### src/rtl/comb2_pkg.sv
// comb2_pkg: shared constants and result payload type for the comb2 block.
//   OPW             operand / result width
//   *_POS constants bit positions of the individual flags inside the
//                   Relational, Equality, Reduction and Logical results
//   results_t       packed bundle of the nine 4-bit results
package comb2_pkg;

    localparam int unsigned OPW = 4;

    // Relational = {A>B, A<B, A>=D, B<=C}
    localparam int unsigned REL_A_GT_B_POS = 3;
    localparam int unsigned REL_A_LT_B_POS = 2;
    localparam int unsigned REL_A_GE_D_POS = 1;
    localparam int unsigned REL_B_LE_C_POS = 0;

    // Equality = {A==D, A==B, A!=C, B!=D}
    localparam int unsigned EQ_A_EQ_D_POS = 3;
    localparam int unsigned EQ_A_EQ_B_POS = 2;
    localparam int unsigned EQ_A_NE_C_POS = 1;
    localparam int unsigned EQ_B_NE_D_POS = 0;

    // Reduction = {&A, |B, ^C, ~^D}
    localparam int unsigned RED_AND_A_POS  = 3;
    localparam int unsigned RED_OR_B_POS   = 2;
    localparam int unsigned RED_XOR_C_POS  = 1;
    localparam int unsigned RED_XNOR_D_POS = 0;

    // Logical = {A&&B, C||D, !A, !(C&&D)}
    localparam int unsigned LOG_A_AND_B_POS  = 3;
    localparam int unsigned LOG_C_OR_D_POS   = 2;
    localparam int unsigned LOG_NOT_A_POS    = 1;
    localparam int unsigned LOG_NAND_C_D_POS = 0;

    typedef struct packed {
        logic [OPW-1:0] arith;
        logic [OPW-1:0] shift;
        logic [OPW-1:0] rel;
        logic [OPW-1:0] eq;
        logic [OPW-1:0] bitw;
        logic [OPW-1:0] red;
        logic [OPW-1:0] lgc;
        logic [OPW-1:0] concat;
        logic [OPW-1:0] cond;
    } results_t;

endpackage

### src/rtl/comb2_if.sv
// comb2_if: operand/result bus of the comb2 block.
//   in_valid, A, B, C, D     operand capture strobe and operands (master drives)
//   out_valid + nine results registered results (slave drives)
//   modport master: operand source / result sink
//   modport slave : the comb2 block
interface comb2_if;
    import comb2_pkg::*;

    logic           in_valid;
    logic [OPW-1:0] A;
    logic [OPW-1:0] B;
    logic [OPW-1:0] C;
    logic [OPW-1:0] D;

    logic           out_valid;
    logic [OPW-1:0] Arithmetic;
    logic [OPW-1:0] Shift;
    logic [OPW-1:0] Relational;
    logic [OPW-1:0] Equality;
    logic [OPW-1:0] Bitwise;
    logic [OPW-1:0] Reduction;
    logic [OPW-1:0] Logical;
    logic [OPW-1:0] Concatenation;
    logic [OPW-1:0] Conditional;

    modport master (
        output in_valid, A, B, C, D,
        input  out_valid, Arithmetic, Shift, Relational, Equality,
               Bitwise, Reduction, Logical, Concatenation, Conditional
    );

    modport slave (
        input  in_valid, A, B, C, D,
        output out_valid, Arithmetic, Shift, Relational, Equality,
               Bitwise, Reduction, Logical, Concatenation, Conditional
    );

endinterface

### src/rtl/comb2_ops.sv
// comb2_ops: purely combinational operator bank for comb2.
//   a, b, c, d  unsigned operands
//   res_c       all nine results, computed every cycle
// Parameter SHIFT_AMT (0..3): right-shift distance applied to a.
// Macro COMB2_SAT_ARITH_EN: when defined the sum saturates to all-ones on
// carry-out; otherwise it wraps.
module comb2_ops
    import comb2_pkg::*;
#(
    parameter int unsigned SHIFT_AMT = 1
) (
    input  logic [OPW-1:0] a,
    input  logic [OPW-1:0] b,
    input  logic [OPW-1:0] c,
    input  logic [OPW-1:0] d,
    output results_t       res_c
);

    localparam int unsigned SUMW = OPW + 1;

    logic [SUMW-1:0] sum_c;

    // Extended sum so the carry-out is visible.
    assign sum_c = SUMW'(a) + SUMW'(b);

    // Operator bank; flag fields are built bit by bit at their named positions.
    always_comb begin
        res_c = '0;

`ifdef COMB2_SAT_ARITH_EN
        res_c.arith = sum_c[OPW] ? {OPW{1'b1}} : sum_c[OPW-1:0];
`else
        res_c.arith = sum_c[OPW-1:0];
`endif

        res_c.shift = a >> SHIFT_AMT;

        res_c.rel[REL_A_GT_B_POS] = (a >  b);
        res_c.rel[REL_A_LT_B_POS] = (a <  b);
        res_c.rel[REL_A_GE_D_POS] = (a >= d);
        res_c.rel[REL_B_LE_C_POS] = (b <= c);

        res_c.eq[EQ_A_EQ_D_POS] = (a == d);
        res_c.eq[EQ_A_EQ_B_POS] = (a == b);
        res_c.eq[EQ_A_NE_C_POS] = (a != c);
        res_c.eq[EQ_B_NE_D_POS] = (b != d);

        res_c.bitw = (a & b) | (c ^ d);

        res_c.red[RED_AND_A_POS]  = &a;
        res_c.red[RED_OR_B_POS]   = |b;
        res_c.red[RED_XOR_C_POS]  = ^c;
        res_c.red[RED_XNOR_D_POS] = ~^d;

        res_c.lgc[LOG_A_AND_B_POS]  = (|a) && (|b);
        res_c.lgc[LOG_C_OR_D_POS]   = (|c) || (|d);
        res_c.lgc[LOG_NOT_A_POS]    = ~(|a);
        res_c.lgc[LOG_NAND_C_D_POS] = ~((|c) && (|d));

        res_c.concat = {a[1:0], b[1:0]};

        res_c.cond = (a > b) ? c : d;
    end

endmodule

### src/rtl/comb2.sv
// comb2: registers the comb2_ops results on an in_valid strobe.
//   clk    rising-edge clock
//   rst_n  asynchronous active-low reset; clears results and out_valid
//   bus    comb2_if.slave: in_valid/A..D in, out_valid + nine results out
// Parameter SHIFT_AMT (0..3), default 1.
// Macro COMB2_SAT_ARITH_EN selects the saturating Arithmetic result.
// Results update only on a captured in_valid and hold otherwise; out_valid
// is in_valid delayed by one cycle.
module comb2
    import comb2_pkg::*;
#(
    parameter int unsigned SHIFT_AMT = 1
) (
    input  logic   clk,
    input  logic   rst_n,
    comb2_if.slave bus
);

    results_t res_c;
    results_t res_q;
    logic     valid_q;

    comb2_ops #(
        .SHIFT_AMT (SHIFT_AMT)
    ) u_ops (
        .a     (bus.A),
        .b     (bus.B),
        .c     (bus.C),
        .d     (bus.D),
        .res_c (res_c)
    );

    // Result capture and valid pipeline.
    always_ff @(posedge clk or negedge rst_n) begin
        if (!rst_n) begin
            res_q   <= '0;
            valid_q <= 1'b0;
        end else begin
            valid_q <= bus.in_valid;
            if (bus.in_valid) begin
                res_q <= res_c;
            end
        end
    end

    assign bus.out_valid     = valid_q;
    assign bus.Arithmetic    = res_q.arith;
    assign bus.Shift         = res_q.shift;
    assign bus.Relational    = res_q.rel;
    assign bus.Equality      = res_q.eq;
    assign bus.Bitwise       = res_q.bitw;
    assign bus.Reduction     = res_q.red;
    assign bus.Logical       = res_q.lgc;
    assign bus.Concatenation = res_q.concat;
    assign bus.Conditional   = res_q.cond;

endmodule

### src/flat_wrapper.sv
// flat-port wrapper written by rule: the top's interface ports become plain ports
module comb2_flat import comb2_pkg::*;
#(
    parameter int unsigned SHIFT_AMT = 1
)
  (clk, rst_n, bus_in_valid, bus_A, bus_B, bus_C, bus_D, bus_out_valid, bus_Arithmetic, bus_Shift, bus_Relational, bus_Equality, bus_Bitwise, bus_Reduction, bus_Logical, bus_Concatenation, bus_Conditional);
  comb2_if bus_i ();
  input  logic clk;
  input  logic rst_n;
  input wire logic [$bits(bus_i.in_valid)-1:0] bus_in_valid;
  input wire logic [$bits(bus_i.A)-1:0] bus_A;
  input wire logic [$bits(bus_i.B)-1:0] bus_B;
  input wire logic [$bits(bus_i.C)-1:0] bus_C;
  input wire logic [$bits(bus_i.D)-1:0] bus_D;
  output wire logic [$bits(bus_i.out_valid)-1:0] bus_out_valid;
  output wire logic [$bits(bus_i.Arithmetic)-1:0] bus_Arithmetic;
  output wire logic [$bits(bus_i.Shift)-1:0] bus_Shift;
  output wire logic [$bits(bus_i.Relational)-1:0] bus_Relational;
  output wire logic [$bits(bus_i.Equality)-1:0] bus_Equality;
  output wire logic [$bits(bus_i.Bitwise)-1:0] bus_Bitwise;
  output wire logic [$bits(bus_i.Reduction)-1:0] bus_Reduction;
  output wire logic [$bits(bus_i.Logical)-1:0] bus_Logical;
  output wire logic [$bits(bus_i.Concatenation)-1:0] bus_Concatenation;
  output wire logic [$bits(bus_i.Conditional)-1:0] bus_Conditional;
  assign bus_i.in_valid = bus_in_valid;
  assign bus_i.A = bus_A;
  assign bus_i.B = bus_B;
  assign bus_i.C = bus_C;
  assign bus_i.D = bus_D;
  assign bus_out_valid = bus_i.out_valid;
  assign bus_Arithmetic = bus_i.Arithmetic;
  assign bus_Shift = bus_i.Shift;
  assign bus_Relational = bus_i.Relational;
  assign bus_Equality = bus_i.Equality;
  assign bus_Bitwise = bus_i.Bitwise;
  assign bus_Reduction = bus_i.Reduction;
  assign bus_Logical = bus_i.Logical;
  assign bus_Concatenation = bus_i.Concatenation;
  assign bus_Conditional = bus_i.Conditional;
  comb2 #(.SHIFT_AMT(SHIFT_AMT)) u_core (.clk(clk), .rst_n(rst_n), .bus(bus_i));
endmodule
### config.mk
export PLATFORM = sky130hd
export DESIGN_NAME = comb2_flat
export DESIGN_NICKNAME = d
export VERILOG_FILES = /design/src/rtl/comb2_pkg.sv /design/src/rtl/comb2_if.sv /design/src/rtl/comb2_ops.sv /design/src/rtl/comb2.sv /design/src/flat_wrapper.sv
export SDC_FILE = /design/constraint.sdc
export NUM_CORES = 1
export LEC_CHECK = 0
export BUFFER_PORTS_ARGS = -buffer_cell sky130_fd_sc_hd__buf_2
export CORE_MARGIN = 4
export CORE_UTILIZATION = 30
export DETAILED_ROUTE_END_ITERATION = 12
export PLACE_DENSITY_LB_ADDON = 0.1
export SLEW_MARGIN = 20
export SYNTH_ARGS = -nofsm -noshare
export SYNTH_HDL_FRONTEND = slang
export SYNTH_HIERARCHICAL = 1
export SYNTH_SLANG_ARGS = --single-unit
### constraint.sdc
create_clock -name clk -period 0.8 [get_ports clk]
set_input_delay 0.08 -clock clk [delete_from_list [all_inputs] [get_ports clk]]
set_output_delay 0.08 -clock clk [all_outputs]
set_load 0.005 [all_outputs]
==> results.toml, run 1 <==
[outcome]
outcome = "complete, but fails checks"
failed_checks = "negative setup slack"

[clocking]
cts.sinks = 37
cts_buffer_depth = 2
cts_made_buffers = 5
cts_tree = "yes"
path_clk_slew_ns = 0.09
insertion_delay_ns = 0.28
root_buffer = "clkbuf_8"
cts_max_level = 2

[critical_path]
endpoint = "u_core/bus.Relational[3]$_DFFE_PN0P_"
cp_data_required_time_ns = 0.98
crit_path_start_kind = "input port"
crit_path_max_incr_delay_ns = 0.25
end_kind = "register"
cp-startpoint = "bus_A[3]"
critPathArrivalTime_ns = 1.33
cpLargestDelayFamily = "buffers and inverters"
worst-path-buf-inv = 4
cp.depth = 8
regToRegStartpoint = "u_core/bus.Logical[3]$_DFFE_PN0P_"
path_cells = "buf_6, ha_4, buf_4, a21oi_4, a21oi_4, buf_4, buf_6, mux2_4"
cp_max_fo = 5
ff2ff_setup_slack_ns = -0.09
cpMaxStageDelayCell = "mux2_4"
r2r_cells = 2
path_class = "input port to register"
r2r_end = "u_core/bus.Logical[3]$_DFFE_PN0P_"

[floorplan]
design.core.area_um2 = 7410
die_x_um = 96.1
die_y_um = 96.1
std_cell_rows = 31
dieArea_um2 = 9240
pin_count = 56
start_util_pct = 31.4

[layout]
drive_above_1_share_pct = 73.5
final_util_pct = 52.6
syn_to_final_growth_pct = 67.3
final_net_count = 345
fillCellCount = 650
area.sequential_um2 = 926
n_antenna_cell = 0
multi_input_area_um2 = 1500
fin_cells = 405

[synth]
synth_seq_cells = 37
seq_area_frac_synth_pct = 39.8
syn_inst = 180
netlist_area_um2 = 2330
synthDistinctLibCells = 32
synth.avg_cell_area_um2 = 12.9
synth.top_cell.area_share_pct = 39.8
synth_top_area_cell = "dfrtp_1"
ys_warn_count = 6
synth.area.top_cells = "dfrtp_1 (40%), mux2_4 (19%), ha_1 (11%)"
synth_nets = 220

[drt]
drc = 0
ant_nets = 0
drt_iter0_markers = 21
routed_via_density = 4.24
finalWirelength_mm = 6.15
wire_per_inst_um = 15.2
via_count = 1718
drt_first_pass_iters = 4

[grt]
grt_pass1_wl_mm = 9.63
first_global_vias = 1839
grt_overflow = 0
track_usage_pct = 14.1
antenna_found_initial = 0
grt_max_degree = 38

[power_and_ir_drop]
ir_worst_vdd_mv = 0.669
pwr-share-seq_pct = 35.2
p_per_area_nw_per_um2 = 1630
power_frac_comb_pct = 33.4
swShare_pct = 26.4
switching_power_mw = 1.67
clkPwrFrac_pct = 31.5
internal_power_mw = 4.67
leakage_nw = 1.84

[timing]
timing.final.ws_setup_ns = -0.351
rsz0062_at_grt = "true"
setup_viol = 64
period_share_pct = 144
report.final.slew_viol_count = 0
tns_ns = -6.69
clock.fmax_ghz = 0.869
hold_viol = 0
hold_ws_ns = 0.130
final.min_clock_period_ns = 1.15
fin_worst_skew_ns = 0

[min_path]
whs_path_depth = 2
hp-start = "bus_in_valid"
hp-class = "input port to register"

[place]
io_buffers = 55
place_worst_setup_slack_ns = -0.782
placed_cells = 368
dp_hpwl_mm = 4.66
gp_congestion = 0.778

[job]
cap_violations = 0
==> flip-flops by register name, summed over array words and instances, names as in the netlist <==
signal / flops
u_core/bus.Concatenation: 4
u_core/bus.Equality: 4
u_core/bus.Shift: 4
u_core/bus.Logical: 4
u_core/bus.Arithmetic: 4
u_core/bus.Reduction: 4
u_core/bus.Relational: 4
u_core/bus.out_valid: 1
u_core/bus.Bitwise: 4
u_core/bus.Conditional: 4
==> Yosys cell counts <==
| library cell | instances |
|---|---|
| a22o_1 | 1 |
| o21bai_1 | 1 |
| o2111ai_1 | 1 |
| nand2_1 | 5 |
| nor2b_1 | 1 |
| nor3_1 | 1 |
| a21oi_4 | 1 |
| nand2_2 | 1 |
| inv_1 | 20 |
| mux2_4 | 30 |
| nor3_2 | 1 |
| mux2i_1 | 4 |
| and2_2 | 1 |
| a21oi_1 | 5 |
| dfrtp_1 | 37 |
| buf_4 | 8 |
| nor4_1 | 1 |
| a41oi_1 | 1 |
| o21ai_0 | 2 |
| buf_6 | 1 |
| ha_1 | 20 |
| fa_1 | 1 |
| nand2b_1 | 3 |
| nand4_1 | 4 |
| mux2_2 | 6 |
| conb_1 | 1 |
| xnor2_1 | 14 |
| xor2_1 | 2 |
| and4_1 | 1 |
| buf_12 | 3 |
| a21o_1 | 1 |
| o21bai_4 | 1 |
==> cell type report <==
type	count	share of cell area (%)
flip-flops and latches	37	23.8
clock buffers	5	1.77
inverters	20	4.24
multi-input cells	111	38.5
well taps	99	3.18
repair buffers	130	26.7
clock inverters	3	1.77
==> per-stage QoR <==
stage	total power, mW	area [µm²]
2_1_floorplan	3.21	2630
3_3_place_gp	3.96	3290
3_5_place_dp	3.98	3290
4_1_cts	6.26	3750
5_1_grt	6.73	3890
6_report	6.34	3890
==> routing by layer <==
metal	share of wire [%]	vias to the layer above	routed length (µm)	GRT usage, %
met5	0	-	0	0
met3	4.4	2	271	2.74
li1	-	857	-	-
met4	0.52	0	32	3.20
met1	47	823	2920	19.9
met2	48	36	2930	22.1
==> worst min path at each step <==
stage / end / slack, ns
CTS: u_core/bus.out_valid$_DFF_PN0_ / 0.13
floorplan: u_core/bus.Arithmetic[0]$_DFFE_PN0P_ / -0.22
global route: u_core/bus.out_valid$_DFF_PN0_ / 0.11
global placement: u_core/bus.Relational[2]$_DFFE_PN0P_ / 0.07
detailed placement: u_core/bus.Relational[2]$_DFFE_PN0P_ / 0.07
finish: u_core/bus.out_valid$_DFF_PN0_ / 0.13
==> kinds of logic (layout without fill, tap and decap cells) <==
kind of cell | Yosys count | count (layout) | share of synthesized area (%)
adder cells (fa/ha/maj) | 21 | 21 | 11.6
other | 1 | 1 | 0.161
buffers and inverters | 32 | 158 | 8.87
AO/OA/AOI/OAI | 14 | 14 | 4.78
AND/OR/NAND/NOR | 19 | 19 | 4.84
flip-flops | 37 | 37 | 39.8
XOR/XNOR | 16 | 16 | 6.02
multiplexers | 40 | 40 | 24.0
==> power by group through the flow <==
stage | Clock [mW] | Combinational (mW) | Sequential (mW)
2_1_floorplan | 0 | 0.932 | 2.28
3_3_place_gp | 0 | 1.69 | 2.27
3_5_place_dp | 0 | 1.71 | 2.27
4_1_cts | 2.08 | 1.95 | 2.23
5_1_grt | 2.17 | 2.30 | 2.26
6_report | 1.99 | 2.11 | 2.23
==> placed cells by master, fill, tap and decap left out, types with 2 or more instances in the layout <==
cell       count
nand2_1        3
bufinv_16      2
nand4_1        4
xor2_1         2
buf_4         58
nand2b_1       3
a21oi_2        3
nand2_2        2
buf_2         44
o21ai_1        2
buf_8          5
ha_4          17
mux2_4        33
inv_2          5
buf_12         6
inv_1          2
buf_6         16
dfrtp_1       37
ha_1           2
inv_12         4
clkbuf_8       5
mux2_2         3
inv_8          2
a21oi_4        2
xnor2_1       13
inv_4          4
mux2i_1        4
inv_6          4
==> worst register-to-register path, cell delays in order (launching register included) <==
cell	delay [ns]
dfrtp_1	0.40
buf_4	0.14
mux2_4	0.25
==> repair_timing <==
action	CTS	global route
setup buffers	14	17
endpoints found under the setup margin	59	60
resized for setup	55	11
endpoints found under the hold margin	37	0
hold buffers	1	0
pin swaps	22	8
No activity file was read; power rests on OpenSTA's default activity.
==> run 2: changes to the inputs <==
--- a/config.mk
+++ b/config.mk
@@ -6,8 +6,10 @@
 export NUM_CORES = 1
 export LEC_CHECK = 0
 export BUFFER_PORTS_ARGS = -buffer_cell sky130_fd_sc_hd__buf_2
+export CELL_PAD_IN_SITES_DETAIL_PLACEMENT = 2
+export CELL_PAD_IN_SITES_GLOBAL_PLACEMENT = 2
 export CORE_MARGIN = 4
-export CORE_UTILIZATION = 30
+export CORE_UTILIZATION = 32
 export DETAILED_ROUTE_END_ITERATION = 12
 export PLACE_DENSITY_LB_ADDON = 0.1
 export SLEW_MARGIN = 20
==> results.toml, run 2 (synthesized netlist as in run 1, its figures left out) <==
[timing]
final.min_clock_period_ns = 1.25
fin_worst_skew_ns = 0
period_share_pct = 156
setup_viol = 70
clock.fmax_ghz = 0.802
tns_ns = -9.15
report.final.slew_viol_count = 0
hold_viol = 0
rsz0062_at_grt = "true"
timing.final.ws_setup_ns = -0.447
hold_ws_ns = 0.0359

[drt]
via_count = 1962
routed_via_density = 4.82
drt_first_pass_iters = 4
finalWirelength_mm = 10.2
drc = 0
ant_nets = 0
wire_per_inst_um = 25.0
drt_iter0_markers = 76

[power_and_ir_drop]
swShare_pct = 29.6
power_frac_comb_pct = 38.3
leakage_nw = 1.91
p_per_area_nw_per_um2 = 1600
switching_power_mw = 1.92
clkPwrFrac_pct = 26.8
internal_power_mw = 4.56
ir_worst_vdd_mv = 0.721
pwr-share-seq_pct = 35.0

[clocking]
insertion_delay_ns = 0.29
path_clk_slew_ns = 0.08
cts_buffer_depth = 2
cts_tree = "yes"
cts.sinks = 37
root_buffer = "clkbuf_8"
cts_max_level = 2
cts_made_buffers = 5

[critical_path]
path_class = "input port to register"
cp_max_fo = 5
crit_path_max_incr_delay_ns = 0.29
worst-path-buf-inv = 2
critPathArrivalTime_ns = 1.43
cpMaxStageDelayCell = "ha_4"
cpLargestDelayFamily = "compound AO/OA/AOI/OAI gates"
path_cells = "buf_12, inv_12, ha_4, nand2_4, o21bai_4, a21oi_4, mux2i_1, mux2_4"
cp_data_required_time_ns = 0.99
crit_path_start_kind = "input port"
end_kind = "register"

[grt]
grt_pass1_wl_mm = 12.8
track_usage_pct = 20.0
first_global_vias = 2161
antenna_found_initial = 0
grt_max_degree = 38
grt_overflow = 0

[outcome]
outcome = "complete, but fails checks"
failed_checks = "negative setup slack"

[floorplan]
die_x_um = 93.3
std_cell_rows = 30
design.core.area_um2 = 6940
start_util_pct = 33.5
pin_count = 56
dieArea_um2 = 8700
die_y_um = 93.3

[place]
place_worst_setup_slack_ns = -0.819
placed_cells = 360
io_buffers = 55
dp_hpwl_mm = 5.66
gp_congestion = 0.882

[layout]
final_cell_mix = "buf_4 (51), buf_2 (44), dfrtp_1 (37)"
final_net_count = 350
syn_to_final_growth_pct = 73.4
n_antenna_cell = 0
layout_commonest_cell = "buf_4"
final_util_pct = 58.1
drive_above_1_share_pct = 75.2
fin_cells = 407

[min_path]
hp-class = "input port to register"

[job]
cap_violations = 0
## run 2: cell types whose count changed in the layout (fill, tap and decap cells not counted), moves of 3 or more
cell,before,now
nand2b_4,0,3
buf_6,16,23
buf_4,58,51
nand2b_1,3,0
buf_12,6,9
## run 2: what timing repair did
item,4_1_cts,5_1_grt
endpoints found under the hold margin,37,0
buffers inserted,24,21
hold buffers,1,0
setup endpoints to repair,59,67
gates resized for setup,61,33
pin swaps,18,17
## run 2: path summary, 6_finish.rpt
check                                                 startpoint                                 endpoint  slack [ns]  cells after the start
setup / recovery                                        bus_B[3]    u_core/bus.Conditional[3]$_DFFE_PN0P_       -0.45                      8
hold / removal                                          bus_A[0]  u_core/bus.Concatenation[2]$_DFFE_PN0P_        0.04                      2
setup reg to reg           u_core/bus.Conditional[3]$_DFFE_PN0P_    u_core/bus.Conditional[3]$_DFFE_PN0P_       -0.13                      2
hold reg to reg                  u_core/bus.Shift[3]$_DFFE_PN0P_          u_core/bus.Shift[3]$_DFFE_PN0P_        0.52                      1
max in group asynchronous                                  rst_n     u_core/bus.Relational[3]$_DFFE_PN0P_        0.29                      3
min in group asynchronous                                  rst_n     u_core/bus.Relational[2]$_DFFE_PN0P_        0.30                      3
## run 2: layer usage
metal | global-route usage, % | vias up | part of all wire, %
met5 | 0 | - | 0
met4 | 5.98 | 0 | 3.7
met3 | 3.06 | 26 | 3.7
met2 | 36.9 | 76 | 55
met1 | 23.6 | 996 | 38
li1 | - | 864 | -
## run 2: area by class of cell
cell class                 count  area (µm²)
clock buffer                   7        86.3
multi-input combinational    111        1550
sequential                    37         926
clock inverter                 1        30.0
tap                           96         120
timing repair buffer         135        1160
inverter                      20         168
fill                         674        2910
## run 2: power groups by stage
| stage | clock, mW | combinational, mW | sequential [mW] |
|---|---|---|---|
| final | 1.73 | 2.48 | 2.26 |
| after global routing | 1.90 | 2.62 | 2.29 |
| after CTS | 1.78 | 2.13 | 2.23 |
| after detailed placement | 0 | 1.76 | 2.28 |
| after global placement | 0 | 1.67 | 2.26 |
| after floorplan | 0 | 0.932 | 2.28 |
## run 2: worst reg2reg max path: stages, from the launching register on
cell	delay, ns
dfrtp_1	0.40
buf_4	0.14
mux2_4	0.27
## run 2: metrics by stage
stage,cell area (µm²),total power [mW]
after floorplan,2630,3.21
after global placement,3260,3.93
after detailed placement,3260,4.04
after CTS,3790,6.14
after global routing,4040,6.81
final,4040,6.48
==> run 3: changes to the inputs <==
--- a/config.mk
+++ b/config.mk
@@ -12,6 +12,8 @@
 export CORE_UTILIZATION = 32
 export DETAILED_ROUTE_END_ITERATION = 12
 export PLACE_DENSITY_LB_ADDON = 0.1
+export REMOVE_ABC_BUFFERS = 1
+export SKIP_LAST_GASP = 1
 export SLEW_MARGIN = 20
 export SYNTH_ARGS = -nofsm -noshare
 export SYNTH_HDL_FRONTEND = slang
==> results.toml, run 3 (synthesized netlist as in run 1, its figures left out) <==
[critical_path]
r2r_cells = 2
ff2ff_setup_slack_ns = -0.14
end_kind = "register"
critPathArrivalTime_ns = 1.51
cp_data_required_time_ns = 0.99
cp_max_fo = 5
r2r_end = "u_core/bus.Reduction[2]$_DFFE_PN0P_"
crit_path_start_kind = "input port"
regToRegStartpoint = "u_core/bus.Reduction[2]$_DFFE_PN0P_"
path_class = "input port to register"

[clocking]
cts_max_level = 2
insertion_delay_ns = 0.31
cts.sinks = 37
cts_tree = "yes"
path_clk_slew_ns = 0.08
cts_made_buffers = 5
cts_buffer_depth = 2
root_buffer = "clkbuf_8"

[power_and_ir_drop]
p_per_area_nw_per_um2 = 1740
leakage_nw = 1.81
ir_worst_vdd_mv = 0.750

[layout]
syn_to_final_growth_pct = 61.8
final_util_pct = 54.3
drive_above_1_share_pct = 70.2
fillCellCount = 662
final_cell_mix = "buf_4 (50), buf_2 (44), dfrtp_1 (37)"
final_area_um2 = 3770
final_net_count = 341
area.sequential_um2 = 926
multi_input_area_um2 = 1460
n_antenna_cell = 0
layout_commonest_cell = "buf_4"

[min_path]
hp-start = "bus_B[0]"
hp-class = "input port to register"
whs_path_depth = 2
min_to = "u_core/bus.Concatenation[0]$_DFFE_PN0P_"

[drt]
wire_per_inst_um = 23.9
drt_iter0_markers = 49
via_count = 1896
drt_first_pass_iters = 4
ant_nets = 0
routed_via_density = 4.76
finalWirelength_mm = 9.52
drc = 0

[grt]
track_usage_pct = 19.5
antenna_found_initial = 0
grt_max_degree = 38
first_global_vias = 2131
grt_pass1_wl_mm = 12.5
grt_overflow = 0

[timing]
fin_worst_skew_ns = 0
setup_viol = 65
clock.fmax_ghz = 0.763
rsz0062_at_grt = "true"
period_share_pct = 164
hold_viol = 0
report.final.slew_viol_count = 0
final.min_clock_period_ns = 1.31
timing.final.ws_setup_ns = -0.511
hold_ws_ns = 0.0342

[place]
place_area_um2 = 2910
gp_congestion = 0.780
place_worst_setup_slack_ns = -0.871
dp_hpwl_mm = 5.09
io_buffers = 55

[floorplan]
die_x_um = 93.3
pin_count = 56
start_util_pct = 33.5
dieArea_um2 = 8700
design.core.area_um2 = 6940
die_y_um = 93.3
std_cell_rows = 30

[outcome]
outcome = "complete, but fails checks"
failed_checks = "negative setup slack"

[job]
cap_violations = 0
## run 3: cell count changes in the layout (fill, tap and decap cells not counted), moves of 2 or more
cell	previous run	this run
buf_12	9	6
buf_6	23	19
ha_1	1	4
ha_4	18	14
inv_1	2	6
inv_12	4	0
inv_2	4	8
inv_8	2	0
nand2b_1	0	3
nand2b_4	3	0
xnor2_1	11	13
xnor2_2	3	0
## run 3: final cells by class
| type | count | share of cell area, % |
|---|---|---|
| tap | 96 | 3.19 |
| inverter | 20 | 2.52 |
| multi-input combinational | 111 | 38.8 |
| clock inverter | 3 | 1.73 |
| timing repair buffer | 126 | 27.3 |
| clock buffer | 5 | 1.83 |
| sequential | 37 | 24.6 |
## run 3: where the power goes
| part | switching [mW] | leakage [nW] | total, mW | internal [mW] |
|---|---|---|---|---|
| logic | 0.946 | 1.31 | 2.28 | 1.33 |
| clock network | 0.768 | 0.0681 | 2.01 | 1.24 |
| registers | 0.150 | 0.427 | 2.26 | 2.11 |
| total | 1.86 | 1.81 | 6.54 | 4.68 |
## run 3: layer usage
layer	vias up	track usage, %	share of wire [%]
met4	0	6.96	2.9
met2	68	35.7	55
met1	969	21.7	38
met5	-	0	0
li1	841	-	-
met3	18	4.59	3.8
## run 3: stage by stage
step | setup TNS (ns) | instances | total power, mW
floorplan | -5.45 | 168 | 2.99
global placement | -13.07 | 356 | 3.73
detailed placement | -14.13 | 356 | 3.80
CTS | -7.08 | 382 | 6.24
global route | -10.98 | 398 | 6.84
finish | -9.28 | 398 | 6.54
## run 3: what timing repair did
| action | CTS | global route |
|---|---|---|
| pin swaps | 16 | 11 |
| hold buffers | 1 | 0 |
| resized for setup | 78 | 27 |
| setup buffers | 17 | 18 |
| endpoints found under the hold margin | 37 | 0 |
| endpoints found under the setup margin | 56 | 59 |
## run 3: critical path, stage by stage
cell	delay [ns]
buf_8	0.10
inv_6	0.05
ha_4	0.21
a21oi_1	0.39
a21oi_4	0.18
mux2i_2	0.20
mux2_4	0.28
## run 3: worst max-delay path by stage
stage	startpoint	endpoint	slack, ns	cells after the start
6_report	bus_B[3]	u_core/bus.Conditional[0]$_DFFE_PN0P_	-0.51	7
5_1_grt	bus_B[3]	u_core/bus.Conditional[0]$_DFFE_PN0P_	-0.52	7
4_1_cts	bus_B[3]	u_core/bus.Conditional[1]$_DFFE_PN0P_	-0.43	8
3_5_place_dp	bus_B[1]	u_core/bus.Conditional[1]$_DFFE_PN0P_	-0.87	8
3_3_place_gp	bus_B[1]	u_core/bus.Conditional[1]$_DFFE_PN0P_	-0.75	8
2_1_floorplan	bus_B[1]	u_core/bus.Conditional[0]$_DFFE_PN0P_	-0.57	7
